## src/rtl/ex_dmem_issue_pkg.sv

```systemverilog
// Shared encodings for the EX-stage data-SRAM issue unit: memory-op bit positions,
// byte-select patterns and the serialization FSM states.
package ex_dmem_issue_pkg;

  localparam int MEMOP_WD = 8;

  // mem_op bit positions, {lb,lbu,lh,lhu,lw,sb,sh,sw}
  localparam int OP_LB  = 7;
  localparam int OP_LBU = 6;
  localparam int OP_LH  = 5;
  localparam int OP_LHU = 4;
  localparam int OP_LW  = 3;
  localparam int OP_SB  = 2;
  localparam int OP_SH  = 1;
  localparam int OP_SW  = 0;

  localparam logic [3:0] SEL_BYTE = 4'b0001;
  localparam logic [3:0] SEL_HALF = 4'b0011;
  localparam logic [3:0] SEL_WORD = 4'b1111;

  typedef enum logic [0:0] {
    ST_IDLE   = 1'b0,
    ST_SECOND = 1'b1
  } state_e;

  function automatic logic is_load(input logic [MEMOP_WD-1:0] op);
    return op[OP_LB] | op[OP_LBU] | op[OP_LH] | op[OP_LHU] | op[OP_LW];
  endfunction

  function automatic logic is_store(input logic [MEMOP_WD-1:0] op);
    return op[OP_SB] | op[OP_SH] | op[OP_SW];
  endfunction

endpackage

```

## src/rtl/ex_dmem_issue_if.sv

```systemverilog
// Single-port data-SRAM request bus; the issue unit is the master, the SRAM the slave.
interface ex_dmem_issue_if #(
  parameter int AW = 32
);
  logic          en;
  logic [3:0]    wen;
  logic [AW-1:0] addr;
  logic [AW-1:0] wdata;
  logic [AW-1:0] rdata;

  modport master (output en, output wen, output addr, output wdata, input rdata);
  modport slave  (input en, input wen, input addr, input wdata, output rdata);
endinterface

```

## src/rtl/ex_dmem_issue_lane_gen.sv

```systemverilog
// Per-slot lane generator: byte select, write mask, replicated store data and alignment fault.
// Alignment checking is compiled in only when EX_DMEM_ALIGN_CHECK_EN is defined.
module dmem_lane_gen
  import ex_dmem_issue_pkg::*;
#(
  parameter int AW = 32
) (
  input  logic [MEMOP_WD-1:0] mem_op,
  input  logic                valid,
  input  logic [1:0]          addr_lo,
  input  logic [AW-1:0]       sdata,
  output logic [3:0]          sel,
  output logic [3:0]          wen,
  output logic [AW-1:0]       wdata,
  output logic                adel,
  output logic                ades,
  output logic                access
);

  logic is_byte;
  logic is_half;
  logic is_word;
  logic is_ld;
  logic is_st;

  always_comb begin
    is_byte = valid & (mem_op[OP_LB] | mem_op[OP_LBU] | mem_op[OP_SB]);
    is_half = valid & (mem_op[OP_LH] | mem_op[OP_LHU] | mem_op[OP_SH]);
    is_word = valid & (mem_op[OP_LW] | mem_op[OP_SW]);
    is_ld   = valid & is_load(mem_op);
    is_st   = valid & is_store(mem_op);

    if (is_byte) begin
      sel = 4'(SEL_BYTE << addr_lo);
    end else if (is_half) begin
      sel = addr_lo[1] ? 4'(SEL_HALF << 2) : SEL_HALF;
    end else if (is_word) begin
      sel = SEL_WORD;
    end else begin
      sel = 4'b0000;
    end

    if (is_st & mem_op[OP_SB]) begin
      wdata = {4{sdata[7:0]}};
    end else if (is_st & mem_op[OP_SH]) begin
      wdata = {2{sdata[15:0]}};
    end else if (is_st & mem_op[OP_SW]) begin
      wdata = sdata;
    end else begin
      wdata = '0;
    end

    wen    = is_st ? sel : 4'b0000;
    access = (is_ld | is_st) & ~adel & ~ades;
  end

`ifdef EX_DMEM_ALIGN_CHECK_EN
  logic misalign;

  always_comb begin
    misalign = (is_half & addr_lo[0]) | (is_word & (addr_lo != 2'b00));
    adel     = is_ld & misalign;
    ades     = is_st & misalign;
  end
`else
  assign adel = 1'b0;
  assign ades = 1'b0;
`endif

endmodule

```

## src/rtl/ex_dmem_issue.sv

```systemverilog
// EX-stage data-SRAM request unit: serializes dual memory ops onto one SRAM port and
// buffers the slot-1 load word of a serialized pair for the MEM stage.
module ex_dmem_issue
  import ex_dmem_issue_pkg::*;
#(
  parameter int AW = 32
) (
  input  logic                clk,
  input  logic                rst,
  input  logic                flush,
  input  logic                hold,
  input  logic [MEMOP_WD-1:0] mem_op_i1,
  input  logic [MEMOP_WD-1:0] mem_op_i2,
  input  logic                valid_i1,
  input  logic                valid_i2,
  input  logic [AW-1:0]       addr_i1,
  input  logic [AW-1:0]       addr_i2,
  input  logic [AW-1:0]       sdata_i1,
  input  logic [AW-1:0]       sdata_i2,
  ex_dmem_issue_if.master     sram,
  output logic [3:0]          sel_i1,
  output logic [3:0]          sel_i2,
  output logic                adel_i1,
  output logic                adel_i2,
  output logic                ades_i1,
  output logic                ades_i2,
  output logic                stallreq,
  output logic [AW-1:0]       ld_buf,
  output logic                ld_buf_vld
);

  logic [3:0]    l1_sel, l1_wen, l2_sel, l2_wen;
  logic [AW-1:0] l1_wdata, l2_wdata;
  logic          l1_adel, l1_ades, l1_acc;
  logic          l2_adel, l2_ades, l2_acc;

  state_e        state_q, state_d;
  logic [AW-1:0] ld_buf_q, ld_buf_d;
  logic          ld_buf_vld_q, ld_buf_vld_d;
  logic          cap_q, cap_d;
  logic          adv_q, adv_d;

  logic fault_i1, mem1, mem2, pair, iss1, iss2, stall;

  dmem_lane_gen #(.AW(AW)) u_lane_i1 (
    .mem_op (mem_op_i1), .valid (valid_i1), .addr_lo (addr_i1[1:0]), .sdata (sdata_i1),
    .sel (l1_sel), .wen (l1_wen), .wdata (l1_wdata),
    .adel (l1_adel), .ades (l1_ades), .access (l1_acc)
  );

  dmem_lane_gen #(.AW(AW)) u_lane_i2 (
    .mem_op (mem_op_i2), .valid (valid_i2), .addr_lo (addr_i2[1:0]), .sdata (sdata_i2),
    .sel (l2_sel), .wen (l2_wen), .wdata (l2_wdata),
    .adel (l2_adel), .ades (l2_ades), .access (l2_acc)
  );

  always_comb begin
    fault_i1 = l1_adel | l1_ades;
    mem1     = l1_acc;
    // A slot-1 fault makes slot 2 invisible so the exception stays precise.
    mem2     = l2_acc & ~fault_i1;
    pair     = mem1 & mem2;

    state_d = state_q;
    iss1    = 1'b0;
    iss2    = 1'b0;
    stall   = 1'b0;
    case (state_q)
      ST_IDLE: begin
        if (pair) begin
          iss1  = 1'b1;
          stall = 1'b1;
          if (!hold) begin
            state_d = ST_SECOND;
          end else begin
            state_d = ST_IDLE;
          end
        end else if (mem1) begin
          iss1 = 1'b1;
        end else if (mem2) begin
          iss2 = 1'b1;
        end else begin
          iss1 = 1'b0;
        end
      end
      ST_SECOND: begin
        iss2 = 1'b1;
        if (!hold) begin
          state_d = ST_IDLE;
        end else begin
          state_d = ST_SECOND;
        end
      end
      default: state_d = ST_IDLE;
    endcase

    cap_d = (state_q == ST_IDLE) & pair & is_load(mem_op_i1) & ~hold & ~flush;
    adv_d = (state_q == ST_SECOND) & ~hold & ~flush;

    if (flush) begin
      state_d = ST_IDLE;
      stall   = 1'b0;
      iss1    = 1'b0;
      iss2    = 1'b0;
    end else if (hold) begin
      iss1 = 1'b0;
      iss2 = 1'b0;
    end else begin
      stall = stall;
    end

    // Flush beats a pending capture; a capture beats the bundle-advance clear.
    ld_buf_d     = ld_buf_q;
    ld_buf_vld_d = ld_buf_vld_q;
    if (flush) begin
      ld_buf_vld_d = 1'b0;
    end else if (cap_q) begin
      ld_buf_d     = sram.rdata;
      ld_buf_vld_d = 1'b1;
    end else if (adv_q) begin
      ld_buf_vld_d = 1'b0;
    end else begin
      ld_buf_vld_d = ld_buf_vld_q;
    end
  end

  always_comb begin
    sram.en    = 1'b0;
    sram.wen   = 4'b0000;
    sram.addr  = '0;
    sram.wdata = '0;
    sel_i1     = 4'b0000;
    sel_i2     = 4'b0000;
    adel_i1    = 1'b0;
    ades_i1    = 1'b0;
    adel_i2    = 1'b0;
    ades_i2    = 1'b0;
    stallreq   = 1'b0;
    if (rst) begin
      sel_i1   = l1_sel;
      sel_i2   = fault_i1 ? 4'b0000 : l2_sel;
      adel_i1  = l1_adel;
      ades_i1  = l1_ades;
      adel_i2  = l2_adel & ~fault_i1;
      ades_i2  = l2_ades & ~fault_i1;
      stallreq = stall;
      if (iss1) begin
        sram.en    = 1'b1;
        sram.wen   = l1_wen;
        sram.addr  = {addr_i1[AW-1:2], 2'b00};
        sram.wdata = l1_wdata;
      end else if (iss2) begin
        sram.en    = 1'b1;
        sram.wen   = l2_wen;
        sram.addr  = {addr_i2[AW-1:2], 2'b00};
        sram.wdata = l2_wdata;
      end else begin
        sram.en = 1'b0;
      end
    end else begin
      sram.en = 1'b0;
    end
  end

  always_ff @(posedge clk or negedge rst) begin
    if (!rst) begin
      state_q      <= ST_IDLE;
      ld_buf_q     <= '0;
      ld_buf_vld_q <= 1'b0;
      cap_q        <= 1'b0;
      adv_q        <= 1'b0;
    end else begin
      state_q      <= state_d;
      ld_buf_q     <= ld_buf_d;
      ld_buf_vld_q <= ld_buf_vld_d;
      cap_q        <= cap_d;
      adv_q        <= adv_d;
    end
  end

  assign ld_buf     = ld_buf_q;
  assign ld_buf_vld = ld_buf_vld_q;

endmodule

```

## src/flat_wrapper.sv

```systemverilog
// flat-port wrapper written by rule: the top's interface ports become plain ports
module ex_dmem_issue_flat import ex_dmem_issue_pkg::*;
#(
  parameter int AW = 32
)
  (clk, rst, flush, hold, mem_op_i1, mem_op_i2, valid_i1, valid_i2, addr_i1, addr_i2, sdata_i1, sdata_i2, sel_i1, sel_i2, adel_i1, adel_i2, ades_i1, ades_i2, stallreq, ld_buf, ld_buf_vld, sram_en, sram_wen, sram_addr, sram_wdata, sram_rdata);
  ex_dmem_issue_if #(.AW(AW)) sram_i ();
  input  logic clk;
  input  logic rst;
  input  logic flush;
  input  logic hold;
  input  logic [MEMOP_WD-1:0] mem_op_i1;
  input  logic [MEMOP_WD-1:0] mem_op_i2;
  input  logic valid_i1;
  input  logic valid_i2;
  input  logic [AW-1:0] addr_i1;
  input  logic [AW-1:0] addr_i2;
  input  logic [AW-1:0] sdata_i1;
  input  logic [AW-1:0] sdata_i2;
  output logic [3:0] sel_i1;
  output logic [3:0] sel_i2;
  output logic adel_i1;
  output logic adel_i2;
  output logic ades_i1;
  output logic ades_i2;
  output logic stallreq;
  output logic [AW-1:0] ld_buf;
  output logic ld_buf_vld;
  output wire logic [$bits(sram_i.en)-1:0] sram_en;
  output wire logic [$bits(sram_i.wen)-1:0] sram_wen;
  output wire logic [$bits(sram_i.addr)-1:0] sram_addr;
  output wire logic [$bits(sram_i.wdata)-1:0] sram_wdata;
  input wire logic [$bits(sram_i.rdata)-1:0] sram_rdata;
  assign sram_en = sram_i.en;
  assign sram_wen = sram_i.wen;
  assign sram_addr = sram_i.addr;
  assign sram_wdata = sram_i.wdata;
  assign sram_i.rdata = sram_rdata;
  ex_dmem_issue #(.AW(AW)) u_core (.clk(clk), .rst(rst), .flush(flush), .hold(hold), .mem_op_i1(mem_op_i1), .mem_op_i2(mem_op_i2), .valid_i1(valid_i1), .valid_i2(valid_i2), .addr_i1(addr_i1), .addr_i2(addr_i2), .sdata_i1(sdata_i1), .sdata_i2(sdata_i2), .sram(sram_i), .sel_i1(sel_i1), .sel_i2(sel_i2), .adel_i1(adel_i1), .adel_i2(adel_i2), .ades_i1(ades_i1), .ades_i2(ades_i2), .stallreq(stallreq), .ld_buf(ld_buf), .ld_buf_vld(ld_buf_vld));
endmodule
```

## config.mk

```make
export PLATFORM = sky130hd
export DESIGN_NAME = ex_dmem_issue_flat
export DESIGN_NICKNAME = d
export VERILOG_FILES = /design/src/rtl/ex_dmem_issue_pkg.sv /design/src/rtl/ex_dmem_issue_if.sv /design/src/rtl/ex_dmem_issue_lane_gen.sv /design/src/rtl/ex_dmem_issue.sv /design/src/flat_wrapper.sv
export SDC_FILE = /design/constraint.sdc
export NUM_CORES = 1
export LEC_CHECK = 0
export ABC_CLOCK_PERIOD_IN_PS = 4600
export BUFFER_PORTS_ARGS = -buffer_cell sky130_fd_sc_hd__buf_2
export CAP_MARGIN = 10
export CORE_AREA = 2 2 116 118
export CTS_BUF_LIST = sky130_fd_sc_hd__clkbuf_8
export DETAILED_ROUTE_END_ITERATION = 7
export DIE_AREA = 0 0 118 120
export GPL_TIMING_DRIVEN = 0
export PLACE_DENSITY = 0.61
export SYNTH_ARGS = -nofsm -noshare
export SYNTH_HDL_FRONTEND = slang
export SYNTH_SLANG_ARGS = --single-unit
```

## constraint.sdc

```tcl
create_clock -name clk -period 4.6 [get_ports clk]
set_input_delay 0.46 -clock clk [delete_from_list [all_inputs] [get_ports clk]]
set_output_delay 0.46 -clock clk [all_outputs]
set_load 0.005 [all_outputs]
```

==> flow_metrics.py, run 1 <==
metrics = {
    "status": {
        "status": "complete, no violations",
    },
    "clocking": {
        "htree_levels": 2,
        "cts_num_sinks": 36,
        "post_cts_buffers": 0,
        "clkTransAtPathRegs_ns": 0.08,
        "cts_tree": "done",
        "cts_made_buffers": 5,
        "cts_hold_buf": 0,
        "cts_resized": 0,
        "clockRootBuffer": "clkbuf_8",
        "clk_latency_ns": 0.28,
        "cts.path.max_buffers": 2,
    },
    "timing": {
        "fin_crit_sh": 0.6654,
        "finClkSkew_ns": 0.006992,
        "setup_violations": 0,
        "fin_setup_tns_ns": 0,
        "tightest_slew_ns": 0.9146,
        "fmax_ghz": 0.3267,
        "final_max_slew_viol_count": 0,
        "rsz0062_at_grt": "false",
        "finalCriticalPeriod_ns": 3.061,
        "final-hold-violation-count": 0,
        "relSlewSlack": 0.3851,
    },
    "worst_hold_path": {
        "hold_class": "in -> async",
    },
    "die": {
        "die_h_um": 120,
        "ios": 297,
        "start_util": 0.2552,
        "die_area_mm2": 0.01416,
        "die_x_um": 118,
        "coreArea_mm2": 0.01298,
        "row_count": 42,
    },
    "worst_setup_path": {
        "arrival_ns": 2.60,
        "worst-setup-path-type": "in -> out",
        "startpoint": "rst",
        "reg2reg_from": "u_core.cap_q",
        "cpMostUsedCell": "buf_2",
        "cp_data_required_time_ns": 4.14,
        "crit_chain": "buf_2, nand2_1, or3_1, buf_2, buf_2, o22ai_1, buf_2",
        "crit_path_end_kind": "output pin",
        "crit_path_start_kind": "input pin",
        "path_max_fanout": 40,
        "max_stage_delay_ns": 0.65,
        "slowest_stage": "buf_2",
    },
    "global_routing": {
        "grt.overflow.total": 0,
        "track_usage": 0.2113,
        "grt_pass1_vias": 4409,
        "antenna_found_initial": 1,
        "grt_start_max_net_pins": 41,
        "grt_first_pass_wirelength_um": 23620,
    },
    "routing": {
        "wirelength_um": 15920,
        "ant_nets": 0,
        "drtPass1Iterations": 6,
        "route.detailed.drc": 0,
        "avgViaCountPerCell": 5.031,
        "wire_per_inst_um": 17.70,
        "vias": 4523,
        "first_iter_violations": 218,
    },
    "place": {
        "dp_cells": 891,
        "port_buffers": 287,
        "place_congestion": 0.9730,
        "hpwl_um": 13480,
    },
    "layout": {
        "seqCellArea_um2": 900.9,
        "fillers": 1393,
        "antenna_cells": 0,
        "syn_to_final_growth_pct": 53.23,
        "stdcell_count": 899,
        "final_layout_size_suffix_gt1_frac": 0.5035,
        "multiInputGateArea_mm2": 0.002185,
        "final_nets": 904,
    },
    "synth": {
        "syn-instance-count": 423,
        "yosysUniqueCellTypes": 42,
        "syn_area_per_cell_um2": 7.830,
        "synth-seq-area-share": 0.2720,
        "netlist_area_mm2": 0.003312,
        "synth.ff_latch_count": 36,
        "yosys_warnings": 0,
    },
    "power": {
        "peakVddDrop_mv": 0.1227,
        "power_density_mw_per_mm2": 208.8,
        "leakage_uw": 0.002719,
    },
    "run": {
        "max_cap_viol_count": 0,
    },
}
-- metal layers --
layer	share of wire	wire length, um	track usage
met1	0.39	6192	0.2460
met2	0.49	7745	0.3728
met3	0.084	1335	0.04800
met4	0.039	626	0.08961
met5	0.0010	16	0
-- worst max-delay path: cells and delay by family --
kind | cells | cell delay (ns)
buffers and inverters | 4 | 1.15
AND/OR/NAND/NOR | 2 | 0.76
AO/OA/AOI/OAI | 1 | 0.22
-- sequential cells by signal, indices dropped and copies added (netlist names) --
signal             flops
u_core.ld_buf         32
u_core.adv_q           1
u_core.cap_q           1
u_core.ld_buf_vld      1
u_core.state_q         1
-- metrics by stage --
| stage | setup WS (ns) | area (um^2) | power, uW | hold slack, ns | util |
|---|---|---|---|---|---|
| global route | 1.276 | 5075 | 1127 | 0.3461 | 0.3910 |
| floorplan | 2.293 | 3331 | 614.9 | 0.1644 | - |
| finish | 1.539 | 5075 | 1060 | 0.2862 | 0.3910 |
| global placement | 1.505 | 4987 | 842.5 | 0.4665 | 0.3842 |
| detailed placement | 1.508 | 4987 | 849.9 | 0.4694 | 0.3842 |
| CTS | 1.498 | 5075 | 1064 | 0.3094 | 0.3910 |
-- where the power goes --
group / internal (uW) / switching [uW]
combinational: 219 / 207
clock: 105 / 110
sequential: 387 / 31.7
-- cell usage in the layout, fill, tap and decap left out, types with 2 or more instances in the layout --
| cell type | synthesis | layout |
|---|---|---|
| a32oi_1 | 8 | 8 |
| a21oi_1 | 58 | 58 |
| o22ai_1 | 21 | 21 |
| or3_1 | 10 | 10 |
| buf_4 | 9 | 9 |
| mux2i_1 | 9 | 9 |
| nor3_1 | 9 | 9 |
| clkbuf_1 | 16 | 16 |
| nor2b_1 | 3 | 3 |
| inv_1 | 7 | 7 |
| o211ai_2 | 2 | 2 |
| mux2_2 | 37 | 37 |
| buf_6 | 2 | 2 |
| a31oi_1 | 2 | 2 |
| nor4_1 | 3 | 3 |
| buf_1 | 5 | 5 |
| or2_2 | 2 | 2 |
| nand2_1 | 69 | 69 |
| buf_2 | 10 | 297 |
| o21ai_0 | 19 | 19 |
| nor2_1 | 22 | 22 |
| dfrtp_1 | 36 | 36 |
| mux2_1 | 4 | 4 |
| clkbuf_8 | 0 | 5 |
| nor4b_1 | 2 | 2 |
| conb_1 | 1 | 6 |
| and3_1 | 16 | 16 |
| clkinv_2 | 0 | 2 |
| a21boi_0 | 2 | 2 |
| nand3_1 | 9 | 9 |
| a221o_1 | 16 | 16 |
| o21ba_2 | 2 | 2 |
-- layout make-up --
cell class / instances / share of cell area
plain buffers: 42 / 0.04315
multi-input cells: 343 / 0.4305
repair buffers: 287 / 0.2830
flip-flops and latches: 36 / 0.1775
inverters: 7 / 0.005178
well taps: 176 / 0.04339
clock buffers: 5 / 0.01356
clock inverters: 3 / 0.003698
-- logic make-up (layout without fill, tap and decap cells) --
logic type	count (synthesis)	count (layout)	share of synthesized area
AOI/OAI and AO/OA	135	135	0.2622
buffers and inverters	49	344	0.07405
DFF	36	36	0.2720
muxes	50	50	0.1666
other	1	6	0.001132
and+or+nand+nor	152	152	0.2240
-- Yosys cell counts --
library cell / count / share of area
nor3_1: 9 / 0.014
a221o_1: 16 / 0.048
nor3b_1: 1 / 0.0023
and3_1: 16 / 0.030
clkbuf_1: 16 / 0.018
a21boi_0: 2 / 0.0045
a21o_4: 1 / 0.0045
o311ai_1: 1 / 0.0026
or2_2: 2 / 0.0038
or4b_4: 1 / 0.0042
o21ba_2: 2 / 0.0060
inv_1: 7 / 0.0079
o21ai_0: 19 / 0.029
nand3_1: 9 / 0.014
a32oi_1: 8 / 0.021
dfrtp_1: 36 / 0.27
nand2b_1: 1 / 0.0019
mux2_2: 37 / 0.13
buf_4: 9 / 0.020
nand2_1: 69 / 0.078
o211ai_2: 2 / 0.0076
a31oi_1: 2 / 0.0038
nor4_4: 1 / 0.0064
o21a_1: 1 / 0.0023
nor4b_1: 2 / 0.0053
nor2_1: 22 / 0.025
mux2i_1: 9 / 0.027
conb_1: 1 / 0.0011
or4_4: 1 / 0.0034
a21oi_1: 58 / 0.088
nor4_2: 1 / 0.0038
o211a_1: 1 / 0.0030
or3_1: 10 / 0.019
mux2_1: 4 / 0.014
o22ai_1: 21 / 0.040
buf_2: 10 / 0.015
o31ai_1: 1 / 0.0023
nor2b_1: 3 / 0.0057
nor4_1: 3 / 0.0057
buf_1: 5 / 0.0057
buf_6: 2 / 0.0068
or4_1: 1 / 0.0023
-- path summary, 6_finish.rpt --
path,endpoint,slack [ns],cells past startpoint
worst max-delay path,sram_wdata[29],1.54,7
worst min-delay path,u_core.ld_buf[4],0.29,1
worst max register to register,u_core.ld_buf[11],2.93,4
worst min register to register,u_core.ld_buf[5],0.49,1
max in group asynchronous,u_core.ld_buf_vld,3.76,1
min in group clk,u_core.ld_buf[5],0.39,2
Power figures use the tool's default switching activity.
==> run 2, diff against run 1 <==
--- a/config.mk
+++ b/config.mk
@@ -5,7 +5,7 @@
 export SDC_FILE = /design/constraint.sdc
 export NUM_CORES = 1
 export LEC_CHECK = 0
-export ABC_CLOCK_PERIOD_IN_PS = 4600
+export ABC_CLOCK_PERIOD_IN_PS = 2530
 export BUFFER_PORTS_ARGS = -buffer_cell sky130_fd_sc_hd__buf_2
 export CAP_MARGIN = 10
 export CORE_AREA = 2 2 116 118
@@ -13,7 +13,7 @@
 export DETAILED_ROUTE_END_ITERATION = 7
 export DIE_AREA = 0 0 118 120
 export GPL_TIMING_DRIVEN = 0
-export PLACE_DENSITY = 0.61
+export PLACE_DENSITY = 0.63
 export SYNTH_ARGS = -nofsm -noshare
 export SYNTH_HDL_FRONTEND = slang
 export SYNTH_SLANG_ARGS = --single-unit
==> constraint.sdc (replaced) <==
create_clock -name clk -period 2.53 [get_ports clk]
set_input_delay 0.253 -clock clk [delete_from_list [all_inputs] [get_ports clk]]
set_output_delay 0.253 -clock clk [all_outputs]
set_load 0.005 [all_outputs]
==> run 2 against run 1 <==
Against the previous run:
- via count shrank 0.38%
- flip-flop and latch count unchanged
- first-iteration DRC count grew 9.6%
- global-route usage is 0.85 points lower
- clock skew decreased by 0.00078 ns
- critical endpoint is now sram_wdata[6]
==> flow_metrics.py, run 2 (same netlist as run 1, synthesis figures left out) <==
metrics = {
    "status": {
        "status": "complete, no violations",
    },
    "place": {
        "placed_area_mm2": 0.004987,
        "dp_cells": 891,
        "port_buffers": 287,
        "place_congestion": 0.9989,
        "place_worst_setup_slack_ns": -0.1718,
        "hpwl_um": 12660,
    },
    "layout": {
        "final_layout_size_suffix_gt1_frac": 0.5213,
        "stdcell_area_mm2": 0.005202,
        "antenna_cells": 0,
        "final_nets": 910,
        "stdcell_count": 905,
        "seqCellArea_um2": 902.1,
        "final_common_cell": "buf_2",
        "multiInputGateArea_mm2": 0.002238,
        "syn_to_final_growth_pct": 57.08,
        "layout_common_cells": "buf_2 (296), nand2_1 (69), a21oi_1 (53), mux2_2 (37), dfrtp_1 (35)",
        "fillers": 1384,
        "largest_reg_flops": 32,
    },
    "run": {
        "max_cap_viol_count": 0,
    },
    "die": {
        "start_util": 0.2552,
        "die_h_um": 120,
        "ios": 297,
        "die_x_um": 118,
        "coreArea_mm2": 0.01298,
        "row_count": 42,
        "die_area_mm2": 0.01416,
    },
    "global_routing": {
        "grt_start_max_net_pins": 37,
        "grt.overflow.total": 0,
        "antenna_found_initial": 0,
        "grt_first_pass_wirelength_um": 22780,
        "grt_pass1_vias": 4236,
        "track_usage": 0.2029,
    },
    "timing": {
        "relSlewSlack": 0.4478,
        "final_max_slew_viol_count": 0,
        "tightest_slew_ns": 0.8213,
        "rsz0062_at_grt": "true",
        "fmax_ghz": 0.3993,
        "setup_violations": 0,
        "fin_crit_sh": 0.9899,
        "finalCriticalPeriod_ns": 2.505,
        "finClkSkew_ns": 0.006216,
        "fin_ws_ns": 0.02546,
        "final-hold-violation-count": 0,
    },
    "routing": {
        "vias": 4506,
        "first_iter_violations": 239,
        "avgViaCountPerCell": 4.979,
        "wire_per_inst_um": 16.83,
        "ant_nets": 0,
        "drtPass1Iterations": 5,
        "route.detailed.drc": 0,
        "wirelength_um": 15230,
    },
    "worst_setup_path": {
        "arrival_ns": 2.25,
        "r2r_setup_slack_ns": 0.89,
        "crit_path_end_kind": "output pin",
        "crit_path_start_kind": "flip-flop",
        "path_max_fanout": 10,
        "worst-setup-path-type": "reg -> out",
        "cp_data_required_time_ns": 2.28,
    },
    "clocking": {
        "cts_num_sinks": 36,
        "clkTransAtPathRegs_ns": 0.07,
        "htree_levels": 2,
        "clockRootBuffer": "clkbuf_8",
        "clk_latency_ns": 0.28,
        "cts_tree": "done",
        "cts_made_buffers": 5,
        "cts.path.max_buffers": 2,
    },
    "power": {
        "leakage_uw": 0.002766,
        "peakVddDrop_mv": 0.1907,
        "power_uw": 1959,
        "power_density_mw_per_mm2": 376.6,
    },
    "worst_hold_path": {
        "hold_class": "in -> reg",
    },
}
-- run 2: worst max-delay path, stage by stage (launching register included) --
cell	delay [ns]
dfrtp_2	0.44
or4b_4	0.57
a21o_4	0.24
buf_6	0.15
buf_6	0.14
a32oi_1	0.20
nor2_1	0.08
buf_2	0.15
-- run 2: routing by layer --
metal  GRT usage  vias to the layer above  part of all wire
met5           0                        -                 0
met4     0.09111                        0             0.041
met3     0.03279                       38             0.071
met2      0.3332                      271              0.46
met1      0.2623                     2032              0.43
li1            -                     2165                 -
-- run 2: metrics by stage --
step	TNS (ns)	util	hold slack, ns
detailed placement	-3.629	0.3842	0.4210
finish	0	0.4008	0.1866
floorplan	0	-	-0.04259
global route	-0.1669	0.4008	0.1827
global placement	-2.260	0.3842	0.4097
CTS	0	0.3948	0.1767
-- run 2: layout make-up --
type / instances / share of cell area
sequential: 36 / 0.1734
clock inverter: 2 / 0.002165
multi-input combinational: 343 / 0.4303
inverter: 7 / 0.005051
tap: 176 / 0.04233
buffer: 42 / 0.04281
timing repair buffer: 293 / 0.2881
clock buffer: 6 / 0.01587
-- run 2: power by group --
part	total [uW]	leakage, uW	internal [uW]	switching, uW
sequential	759	0.000447	704	55.2
clock	415	0.0000486	217	198
combinational	785	0.00227	407	378
-- run 2: worst paths after layout --
path / cells past startpoint / startpoint / end
setup / recovery: 7 / u_core.state_q / sram_wdata[6]
hold / removal: 2 / sram_rdata[14] / u_core.ld_buf[14]
setup reg to reg: 4 / u_core.cap_q / u_core.ld_buf[23]
hold reg to reg: 1 / u_core.ld_buf[14] / u_core.ld_buf[14]
max in group asynchronous: 3 / rst / u_core.state_q
min in group asynchronous: 3 / rst / u_core.ld_buf[5]
-- run 2: what timing repair did --
action	in CTS	in global routing
endpoints found under the hold margin	36	0
hold buffers	2	0
gates resized for setup	4	13
setup endpoints to repair	58	51
buffers inserted	0	4
pin swaps	0	2
==> run 3, diff against run 2 <==
--- a/config.mk
+++ b/config.mk
@@ -14,6 +14,7 @@
 export DIE_AREA = 0 0 118 120
 export GPL_TIMING_DRIVEN = 0
 export PLACE_DENSITY = 0.63
+export RECOVER_POWER = 50
 export SYNTH_ARGS = -nofsm -noshare
 export SYNTH_HDL_FRONTEND = slang
 export SYNTH_SLANG_ARGS = --single-unit
==> run 3 against run 2 <==
Against the previous run:
- the flow now finishes with violations (max-capacitance violations, max-slew violations)
- final area is 0.14% lower
- critical path depth stayed put
- register-to-register slack hardly changed
- core utilization is 0.058 points lower
- clock power hardly changed
- sequential share of layout area hardly changed
- global-route usage stayed put
- die area stayed put
- fmax is 0.61% higher
- clock-buffer cell count stayed put
- combinational power hardly changed
- flip-flop and latch count stayed put
==> flow_metrics.py, run 3 (same netlist as run 1, synthesis figures left out) <==
metrics = {
    "power": {
        "leakage_uw": 0.002769,
        "power_uw": 1956,
        "power_density_mw_per_mm2": 376.5,
        "p_sw_uw": 629.4,
        "p_sw_frac": 0.3218,
        "pwr-share-clk": 0.212,
        "peakVddDrop_mv": 0.1903,
        "power_frac_comb": 0.400,
        "p_int_uw": 1326,
        "p_seq_frac": 0.388,
    },
    "routing": {
        "first_iter_violations": 232,
        "avgViaCountPerCell": 4.982,
        "route.detailed.drc": 0,
        "wirelength_um": 15240,
        "vias": 4509,
        "drtPass1Iterations": 5,
        "wire_per_inst_um": 16.84,
        "ant_nets": 0,
    },
    "worst_setup_path": {
        "cp_data_required_time_ns": 2.28,
        "path_max_fanout": 10,
        "startpoint": "u_core.state_q",
        "worst-setup-path-type": "reg -> out",
        "crit_path_end_kind": "output pin",
        "reg2reg_from": "u_core.cap_q",
        "arrival_ns": 2.24,
        "crit_path_start_kind": "flip-flop",
    },
    "die": {
        "die_h_um": 120,
        "start_util": 0.2552,
        "ios": 297,
        "row_count": 42,
        "die_x_um": 118,
        "die_area_mm2": 0.01416,
        "coreArea_mm2": 0.01298,
    },
    "timing": {
        "setup_violations": 0,
        "rsz0062_at_grt": "true",
        "tightest_slew_ns": 1.554,
        "fin_setup_tns_ns": 0,
        "relSlewSlack": -0.03797,
        "final_max_slew_viol_count": 37,
        "fin_crit_sh": 0.9839,
        "finClkSkew_ns": 0.006011,
        "final-hold-violation-count": 0,
        "fmax_ghz": 0.4017,
        "finalCriticalPeriod_ns": 2.489,
    },
    "global_routing": {
        "use_met1": 0.2623,
        "grt_pass1_vias": 4236,
        "grtUsageMet2": 0.3332,
        "grt_start_max_net_pins": 37,
        "use_met3": 0.03279,
        "busiest_layer": "met2",
        "track_usage": 0.2029,
        "grt.overflow.total": 0,
        "grt_first_pass_wirelength_um": 22780,
        "antenna_found_initial": 0,
    },
    "layout": {
        "postLayoutCoreUtil": 0.4002,
        "layout_common_cells": "buf_2 (296), nand2_1 (69), a21oi_1 (53), mux2_2 (37), dfrtp_1 (35)",
        "antenna_cells": 0,
        "final_nets": 910,
        "final_common_cell": "buf_2",
        "largest_reg_flops": 32,
        "syn_to_final_growth_pct": 56.86,
        "fillers": 1386,
        "final_layout_size_suffix_gt1_frac": 0.5199,
        "stdcell_count": 905,
    },
    "worst_hold_path": {
        "hold_class": "in -> reg",
        "hold_path_startpoint": "sram_rdata[14]",
    },
    "clocking": {
        "clockRootBuffer": "clkbuf_8",
        "cts_made_buffers": 5,
        "cts.path.max_buffers": 2,
        "cts_num_sinks": 36,
        "clkTransAtPathRegs_ns": 0.07,
        "cts_tree": "done",
        "clk_latency_ns": 0.28,
        "htree_levels": 2,
    },
    "status": {
        "status": "finished, violations left",
        "violations": "max-capacitance violations, max-slew violations",
    },
    "place": {
        "hpwl_um": 12660,
        "dp_cells": 891,
        "port_buffers": 287,
        "place_congestion": 0.9989,
    },
    "run": {
        "max_cap_viol_count": 1,
    },
}
-- run 3: cell types whose count changed in the layout (fill, tap and decap cells not counted), sizes merged --
cell	before	now
buf	318	317
dlymetal6s2s	0	1
-- run 3: path summary, 6_finish.rpt --
check	cells after the start	slack (ns)	endpoint
setup / recovery	7	0.04	sram_wdata[6]
setup reg to reg	4	0.89	u_core.ld_buf[23]
hold reg to reg	1	0.49	u_core.ld_buf[14]
hold / removal	2	0.19	u_core.ld_buf[14]
max in group asynchronous	3	0.43	u_core.state_q
min in group asynchronous	3	1.07	u_core.ld_buf[28]
-- run 3: area by class of cell --
| type | count | area (um^2) | area share |
|---|---|---|---|
| buffer | 42 | 222.7 | 0.04287 |
| sequential | 36 | 902.1 | 0.1737 |
| clock buffer | 6 | 82.58 | 0.01590 |
| inverter | 7 | 26.28 | 0.005058 |
| clock inverter | 2 | 11.26 | 0.002168 |
| multi-input combinational | 343 | 2238 | 0.4309 |
| timing repair buffer | 293 | 1491 | 0.2871 |
| tap | 176 | 220.2 | 0.04239 |
-- run 3: worst max-delay path, cell delays in order (launching register included) --
cell and delay (ns):
dfrtp_2 0.44, or4b_4 0.57, a21o_4 0.24, buf_6 0.15
buf_6 0.14, a32oi_1 0.19, nor2_1 0.07, buf_2 0.15
-- run 3: power by group through the flow --
stage               clock, uW  sequential [uW]  combinational [uW]
floorplan                   0              787                 331
global placement            0              763                 763
detailed placement          0              772                 766
CTS                       427              760                 777
global route              456              779                 856
finish                    414              759                 783
-- run 3: per-layer routing --
layer,up-vias,part of all wire
li1,2165,-
met2,263,0.46
met3,38,0.074
met1,2043,0.42
met4,0,0.041
met5,-,0
-- run 3: repair_timing --
item | CTS | global route
hold endpoints to repair | 36 | 0
hold buffers | 2 | 0
cloned | 0 | 0
resized for setup | 4 | 13
buffers inserted | 0 | 4
pin swaps | 0 | 2
endpoints found under the setup margin | 58 | 51
-- run 3: stage by stage --
step	cell area, um^2	setup WS, ns	hold WS [ns]
final	5195	0.04061	0.1874
after global routing	5195	-0.03811	0.1827
after CTS	5125	0.006616	0.1767
after detailed placement	4987	-0.1718	0.4210
after global placement	4987	-0.1319	0.4097
after floorplan	3331	0.5653	-0.04259
